**config.mk**
```make
export PLATFORM = sky130hd
export DESIGN_NAME = vliw_stage_reg
export DESIGN_NICKNAME = d
export VERILOG_FILES = /design/src/rtl/vliw_stage_reg.sv
export SDC_FILE = /design/constraint.sdc
export NUM_CORES = 1
export LEC_CHECK = 0
export ABC_AREA = 1
export CAP_MARGIN = 10
export CORE_MARGIN = 2
export CORE_UTILIZATION = 60
export DETAILED_ROUTE_END_ITERATION = 16
export DONT_BUFFER_PORTS = 1
export PLACE_DENSITY = 0.76
export SYNTH_ARGS = -nofsm -noshare
export SYNTH_HDL_FRONTEND = slang
export SYNTH_SLANG_ARGS = --single-unit
```
**constraint.sdc**
```tcl
create_clock -name clk -period 3.55 [get_ports clk]
set_input_delay 0.5325 -clock clk [delete_from_list [all_inputs] [get_ports clk]]
set_output_delay 0.5325 -clock clk [all_outputs]
set_load 0.1 [all_outputs]
```
**src/rtl/vliw_stage_reg.sv**
```systemverilog
// Multi-lane VLIW pipeline stage register with valid/ready handshake, optional
// 2-entry skid buffer, global flush, per-lane kill and a saturating stall counter.
module vliw_stage_reg #(
  parameter int unsigned LANES = 4,
  parameter int unsigned WIDTH = 40,
  parameter int unsigned SKID  = 1,
  parameter int unsigned CNT_W = 16
) (
  input  logic                   clk,
  input  logic                   rst,
  input  logic                   in_valid,
  output logic                   in_ready,
  input  logic [LANES-1:0]       in_nop,
  input  logic [LANES*WIDTH-1:0] in_data,
  input  logic [LANES-1:0]       lane_kill,
  input  logic                   flush,
  output logic                   out_valid,
  input  logic                   out_ready,
  output logic [LANES-1:0]       out_nop,
  output logic [LANES*WIDTH-1:0] out_data,
  output logic [CNT_W-1:0]       stall_cnt
);

  localparam int unsigned DW = LANES * WIDTH;

  typedef enum logic [1:0] {StEmpty, StOne, StFull} state_e;

  state_e           state_q, state_d;
  logic [LANES-1:0] main_nop_q, main_nop_d;
  logic [LANES-1:0] skid_nop_q, skid_nop_d;
  logic [DW-1:0]    main_data_q, main_data_d;
  logic [DW-1:0]    skid_data_q, skid_data_d;
  logic             in_ready_q, in_ready_d;
  logic [CNT_W-1:0] stall_cnt_q, stall_cnt_d;

  logic             in_fire;
  logic             out_fire;
  logic [LANES-1:0] acc_nop;

  assign out_valid = (state_q != StEmpty);
  assign out_nop   = main_nop_q;
  assign out_data  = main_data_q;
  assign stall_cnt = stall_cnt_q;

  // Without a skid entry, a full main register can only accept when it drains this cycle.
  assign in_ready = (SKID != 0) ? in_ready_q : (!out_valid || out_ready);
  assign in_fire  = in_valid && in_ready;
  assign out_fire = out_valid && out_ready;
  assign acc_nop  = in_nop | lane_kill;

  always_comb begin
    state_d     = state_q;
    main_nop_d  = main_nop_q;
    main_data_d = main_data_q;
    skid_nop_d  = skid_nop_q;
    skid_data_d = skid_data_q;

    if (flush) begin
      state_d    = StEmpty;
      main_nop_d = '1;
      skid_nop_d = '1;
    end else begin
      unique case (state_q)
        StEmpty: begin
          if (in_fire) begin
            main_nop_d  = acc_nop;
            main_data_d = in_data;
            state_d     = StOne;
          end
        end
        StOne: begin
          if (out_fire && in_fire) begin
            main_nop_d  = acc_nop;
            main_data_d = in_data;
          end else if (out_fire) begin
            main_nop_d = '1;
            state_d    = StEmpty;
          end else if (in_fire) begin
            skid_nop_d  = acc_nop;
            skid_data_d = in_data;
            state_d     = StFull;
          end
        end
        StFull: begin
          // in_ready is low here, so only the skid-to-main move can happen.
          if (out_fire) begin
            main_nop_d  = skid_nop_q;
            main_data_d = skid_data_q;
            skid_nop_d  = '1;
            state_d     = StOne;
          end
        end
        default: state_d = StEmpty;
      endcase
    end

    in_ready_d = (state_d != StFull);

    stall_cnt_d = stall_cnt_q;
    if (out_valid && !out_ready && (stall_cnt_q != '1)) begin
      stall_cnt_d = stall_cnt_q + CNT_W'(1);
    end
  end

  always_ff @(posedge clk or negedge rst) begin
    if (!rst) begin
      state_q     <= StEmpty;
      main_nop_q  <= '1;
      main_data_q <= '0;
      skid_nop_q  <= '1;
      skid_data_q <= '0;
      in_ready_q  <= 1'b1;
      stall_cnt_q <= '0;
    end else begin
      state_q     <= state_d;
      main_nop_q  <= main_nop_d;
      main_data_q <= main_data_d;
      skid_nop_q  <= skid_nop_d;
      skid_data_q <= skid_data_d;
      in_ready_q  <= in_ready_d;
      stall_cnt_q <= stall_cnt_d;
    end
  end

endmodule

```
==> results_dict.tcl, run 1 <==
set metrics [dict create \
    status "finished with violations" \
    violations "negative hold slack" \
    yosysTopAreaCellShare 0.537 \
    antenna_found_initial 0 \
    finalNonFillerCells 2278 \
    die_w_um 166 \
    cp-endpoint "out_data[4]$_DFFE_PN0P_" \
    fin_nets 2099 \
    ys_types 27 \
    path_cells "inv_1 -> ha_1 -> inv_2 -> nand2_4 -> o21ai_4 -> nand2_4 -> nor2_8 -> buf_4 -> nand2_1 -> nand2_1" \
    hold_path.class "input pin to asynchronous set/reset pin" \
    clkPwrFrac 0.207 \
    critPathKind "flip-flop to flip-flop" \
    p_seq_frac 0.649 \
    timing.critical_path.from "state_q[0]$_DFF_PN0_" \
    synthCells 1972 \
    routed_wl_mm 37.4 \
    worstPathRequired_ns 3.98 \
    cts.clk_slew.worst_paths_ns 0.06 \
    max_stage_delay_ns 0.55 \
    dieArea_sq_um 27500 \
    wl_per_cell_um 16.4 \
    slew_violations 0 \
    fin_hold_ws_ns -0.276 \
    p_switching_mw 9.20 \
    p_leak_nw 8.50 \
    crit_slowest_cell "nor2_8" \
    ff2ff_path_depth 10 \
    cts_root_buffer "clkbuf_16" \
    ant_nets 0 \
    core_sq_um 25900 \
    p_sw_frac 0.522 \
    layout-drive-gt1-share 0.0561 \
    worstPathArrival_ns 2.95 \
    avgSynthCellArea_sq_um 7.98 \
    timing.final.hold_violations 347 \
    setup_viol 0 \
    synth-edff-count 0 \
    ctsHtreeMaxLevel 2 \
    place_inst 2217 \
    die_h_um 166 \
    n_antenna_cell 0 \
    initial_utilization 0.608 \
    dr.pass1.iters 5 \
    syn_to_final_growth_pct 8.27 \
    yosysSeqAreaShare 0.552 \
    pwr-share-comb 0.144 \
    synthesis.area_sq_um 15700 \
    regToRegStartpoint "state_q[0]$_DFF_PN0_" \
    p_per_area_nw_per_um2 1030 \
    worst_clock_skew_ns 0.0215 \
    drc 0 \
    utilization 0.658 \
    cap_violations 0 \
    io_buffers 0 \
    grt_max_degree 348 \
    clock_latency_ns 0.51 \
    synth_area_leaders "dfrtp_1 54%, nand2_1 18%, o21ai_0 15%, inv_1 4.3%, clkbuf_1 1.8%" \
    grt_pass1_vias 12200 \
    clockBufferDepth 3 \
    cp-end-kind "flip-flop" \
    place_congestion 0.864 \
    yosys_warnings 0 \
    slew_headroom 0.320 \
    critPathLaunchType "flip-flop" \
    fin_tns_setup_ns 0 \
    vdd_ir_drop_max_mv 0.755 \
    rows 59 \
    grt_pass1_wl_mm 61.8 \
    synth_common_cells "737 x nand2_1, 464 x o21ai_0, 338 x dfrtp_1" \
    rsz0062_at_grt "false" \
    synth_most_common_cell "nand2_1" \
    post_cts_buffers 0 \
    clkSinkCount 347 \
    synth_nets 2150 \
    power.internal_mw 8.43 \
    dpl.hpwl_mm 23.1 \
    critical_path_peak_fanout 45 \
    worstMarginPinSlew_ns 1.02 \
    max_freq_mhz 397 \
    timing.rr.end "out_data[4]$_DFFE_PN0P_" \
    first_iter_violations 1296 \
    ys_ff_latch 347 \
    vias 12600 \
    cts_tree "yes" \
    cts_resized 0 \
    post-synth-top-area-cell "dfrtp_1" \
    ff2ff_setup_slack_ns 1.03 \
    synthArstFlopShare 1.00 \
    grt_overflow_total 0 \
    vias_per_cell 5.52 \
    min_period_ns 2.52 \
    synthFlopType "dfrtp_1" \
    io_pins 355 \
    fin_crit_sh 0.710 \
    grtUsageTotal 0.271 \
    cts_buffers 37 \
]
registers in the layout, indices dropped and copies added, names as in the netlist:
name and flops:
out_data 160, skid_nop_q 4, out_nop 4, state_q 2, in_ready 1, stall_cnt 16
skid_data_q 160
kinds of logic (layout without fill, tap and decap cells):
family                   Yosys count  after routing  share of synthesized area
adder cells (fa/ha/maj)            5              5                    0.00397
AO/OA/AOI/OAI                    503            503                      0.161
flip-flops                       347            347                      0.552
XOR/XNOR                           8              8                    0.00445
AND/OR/NAND/NOR                  802            802                      0.197
buffers and inverters            307            278                     0.0814
critical path: cells and delay by family (launching register included):
family                   cells  cell delay, ns
buffers and inverters        3            0.61
AO/OA/AOI/OAI                1            0.21
adder cells (fa/ha/maj)      1            0.27
AND/OR/NAND/NOR              5            0.91
flip-flops                   1            0.42
per-layer routing:
| layer | wire, um | track usage | vias up | share of wire |
|---|---|---|---|---|
| met3 | 3710 | 0.0968 | 84 | 0.099 |
| met4 | 1340 | 0.104 | 0 | 0.036 |
| li1 | - | - | 6119 | - |
| met5 | 0 | 0 | - | 0 |
| met2 | 17100 | 0.418 | 453 | 0.46 |
| met1 | 15300 | 0.355 | 5911 | 0.41 |
layout by cell type (no fill, tap or decap), drive strengths merged:
cell,count
nand4,3
clkbuf,54
buf,35
inv,182
or2,5
nand3,21
clkinv,5
dfrtp,338
a21oi,6
o21ai,496
bufinv,2
dfstp,9
ha,5
xor2,7
nor2,28
a21boi,1
nand3b,1
nand2,743
xnor2,1
nor3,1
area by class of cell:
cell class,count,area (sq um)
clock buffers,54,1040
inverters,182,683
repair buffers,35,325
well taps,335,419
fillers,2135,8870
flip-flops and latches,347,8690
multi-input cells,1318,5800
clock inverters,7,85.1
power by group through the flow:
stage               Sequential, mW  Clock, mW  Combinational, mW
global placement              11.4          0               2.41
global route                  11.6       3.88               2.97
detailed placement            11.5          0               2.56
CTS                           11.4       3.71               2.56
floorplan                     11.4          0               1.79
finish                        11.5       3.65               2.54
worst min-delay path by stage:
stage	startpoint	endpoint	slack, ns
floorplan	rst	out_data[0]$_DFFE_PN0P_	0.24
global placement	rst	stall_cnt[4]$_DFFE_PN0P_	0.25
detailed placement	rst	stall_cnt[4]$_DFFE_PN0P_	0.24
CTS	rst	stall_cnt[4]$_DFFE_PN0P_	-0.29
global route	rst	stall_cnt[3]$_DFFE_PN0P_	-0.30
finish	rst	stall_cnt[4]$_DFFE_PN0P_	-0.28
per-stage QoR:
stage                     power (mW)  hold WS, ns  setup slack [ns]  area, sq um
after CTS                       17.7       -0.289              1.05        17000
after floorplan                 13.2        0.237              1.24        15700
final                           17.6       -0.276              1.03        17000
after global routing            18.5       -0.297             0.855        17000
after detailed placement        14.0        0.244              1.07        15900
after global placement          13.8        0.246              1.18        15900
Note: power is estimated with default switching activity, not from simulation.
==> run 2: changes to the inputs <==
Settings changed: CORE_UTILIZATION 60 to 58.
Clock period 3.55 ns to 2.05 ns, I/O delays scaled along.
==> run 2 against run 1 <==
Effect of this change: the run still ends with negative hold slack left; via count up 14%; non-clock buffer count increased by 320; largest cell class unchanged; cell count is 15% higher; register-to-register slack got worse by 0.93 ns; worst hold slack got worse by 0.23 ns; sequential power barely moved; design area increased by 18%; largest power group is now combinational cells; clock skew decreased by 0.0091 ns; global-route usage increased by 3.0 points; highest routed layer unchanged; routed wire length increased by 16%; critical path depth down 2; sequential share of layout area shrank 7.6 points.
==> results_dict.tcl, run 2 (synthesized netlist as in run 1, its figures left out) <==
set metrics [dict create \
    status "finished with violations" \
    violations "negative hold slack" \
    crit_family "simple AND/OR/NAND/NOR gates" \
    setup_viol 0 \
    max_freq_mhz 513 \
    worstPathArrival_ns 2.32 \
    io_buffers 0 \
    layout-drive-gt1-share 0.132 \
    routed_wl_mm 43.5 \
    core_sq_um 26800 \
    finish.instance_area_sq_um 20100 \
    grt_max_degree 348 \
    mostFrequentLayoutCell "nand2_1" \
    met3RoutedLength_mm 3.39 \
    cts_root_buffer "clkbuf_16" \
    critPathKind "flip-flop to flip-flop" \
    die_h_um 169 \
    ctsHtreeMaxLevel 2 \
    dpl.hpwl_mm 24.8 \
    critical_path_peak_fanout 166 \
    path_cells "inv_1 -> ha_2 -> inv_1 -> nor2_2 -> nand3_4 -> buf_16 -> nand2_1 -> o21ai_2" \
    min_period_ns 1.95 \
    rsz0062_at_grt "false" \
    critical_path_buf_inv_count 3 \
    worst_slack_ns 0.101 \
    clkSinkCount 347 \
    clockBufferDepth 3 \
    dp_slack_ns -0.0892 \
    io_pins 355 \
    hold_path.class "input pin to asynchronous set/reset pin" \
    utilization 0.750 \
    rows 60 \
    cts.clk_slew.worst_paths_ns 0.06 \
    worstPathRequired_ns 2.43 \
    slew_headroom 0.597 \
    first_iter_violations 1380 \
    vdd_ir_drop_max_mv 1.04 \
    place_congestion 0.830 \
    grt_pass1_wl_mm 70.1 \
    fin_nets 2420 \
    dieArea_sq_um 28500 \
    cp-end-kind "flip-flop" \
    place_inst 2390 \
    worstMarginPinSlew_ns 0.605 \
    fin_hold_ws_ns -0.502 \
    wl_per_cell_um 16.6 \
    ant_nets 0 \
    p_per_area_nw_per_um2 1670 \
    dr_wl_met2_mm 21.1 \
    clock_latency_ns 0.52 \
    grtUsageTotal 0.301 \
    fin_crit_sh 0.951 \
    finalNonFillerCells 2614 \
    antenna_found_initial 3 \
    crit_slowest_cell "dfrtp_1" \
    wl_met1_mm 17.0 \
    top_layer "met4" \
    grt_overflow_total 0 \
    cp_common_cell "inv_1" \
    postPlaceCellArea_sq_um 17300 \
    slew_violations 0 \
    max_stage_delay_ns 0.38 \
    cts_buffers 38 \
    grt_pass1_vias 14100 \
    die_w_um 169 \
    cap_violations 0 \
    vias_per_cell 5.49 \
    dr.pass1.iters 6 \
    syn_to_final_growth_pct 27.7 \
    worst_clock_skew_ns 0.0125 \
    critPathLaunchType "flip-flop" \
    drc 0 \
    initial_utilization 0.587 \
    cts_tree "yes" \
    final_cell_mix "737 x nand2_1, 456 x o21ai_0, 325 x dfrtp_1" \
    p_leak_nw 10.0 \
    vias 14400 \
    timing.final.hold_violations 347 \
]
-- run 2: cell count changes in the layout (fill, tap and decap cells not counted), moves of 3 or more --
| cell | delta |
|---|---|
| o21ai_1 | +7 |
| dfrtp_1 | -13 |
| clkbuf_8 | +3 |
| dfrtp_2 | +13 |
| dlygate4sd3_1 | +152 |
| inv_6 | +3 |
| buf_4 | +159 |
| o21ai_0 | -8 |
| diode_2 | +3 |
| buf_12 | +6 |
-- run 2: final cells by class --
cell class / instances / area, sq um
clock buffer: 60 / 1130
antenna: 3 / 7.51
multi-input combinational: 1318 / 5810
tap: 341 / 427
sequential: 347 / 8710
clock inverter: 8 / 101
timing repair buffer: 355 / 3210
fill: 1785 / 6710
inverter: 182 / 688
-- run 2: worst register-to-register path, cell delays in order (launching register included) --
cell     delay, ns
dfrtp_1       0.38
inv_1         0.10
ha_2          0.24
inv_1         0.10
nor2_2        0.19
nand3_4       0.14
buf_16        0.27
nand2_1       0.32
o21ai_2       0.08
-- run 2: worst paths after layout --
kind / end / cells after the start / from / slack, ns
min in group clk: skid_data_q[38]$_DFFE_PN0P_ / 2 / in_data[38] / 0
max in group asynchronous: out_data[31]$_DFFE_PN0P_ / 0 / rst / 2.05
min reg2reg: skid_data_q[71]$_DFFE_PN0P_ / 2 / skid_data_q[71]$_DFFE_PN0P_ / 0.48
min: stall_cnt[7]$_DFFE_PN0P_ / 0 / rst / -0.50
max reg2reg: skid_data_q[38]$_DFFE_PN0P_ / 8 / state_q[1]$_DFF_PN0_ / 0.10
max: skid_data_q[38]$_DFFE_PN0P_ / 8 / state_q[1]$_DFF_PN0_ / 0.10
-- run 2: stage by stage --
| stage | total power [mW] | setup TNS (ns) | hold WS [ns] |
|---|---|---|---|
| 6_report | 33.6 | 0 | -0.502 |
| 5_1_grt | 35.0 | 0 | -0.526 |
| 3_3_place_gp | 25.9 | 0 | 0.0212 |
| 2_1_floorplan | 22.9 | 0 | 0.0119 |
| 3_5_place_dp | 26.3 | -2.97 | 0.0203 |
| 4_1_cts | 33.4 | 0 | -0.520 |
-- run 2: layer usage --
layer | global-route usage | vias to the layer above
met5 | 0 | -
met1 | 0.377 | 6812
met2 | 0.501 | 643
li1 | - | 6762
met4 | 0.136 | 0
met3 | 0.0697 | 142
-- run 2: timing repair --
item | 4_1_cts | 5_1_grt
buffers inserted | 0 | 1
endpoints found under the hold margin | 500 | 348
resized for setup | 1 | 16
setup endpoints to repair | 71 | 209
hold buffers | 151 | 1
pin swaps | 0 | 1
-- run 2: power breakdown --
| group | internal [mW] | switching [mW] | leakage, nW |
|---|---|---|---|
| combinational | 3.16 | 12.4 | 5.12 |
| clock | 4.06 | 2.74 | 0.607 |
| sequential | 9.60 | 1.59 | 4.32 |
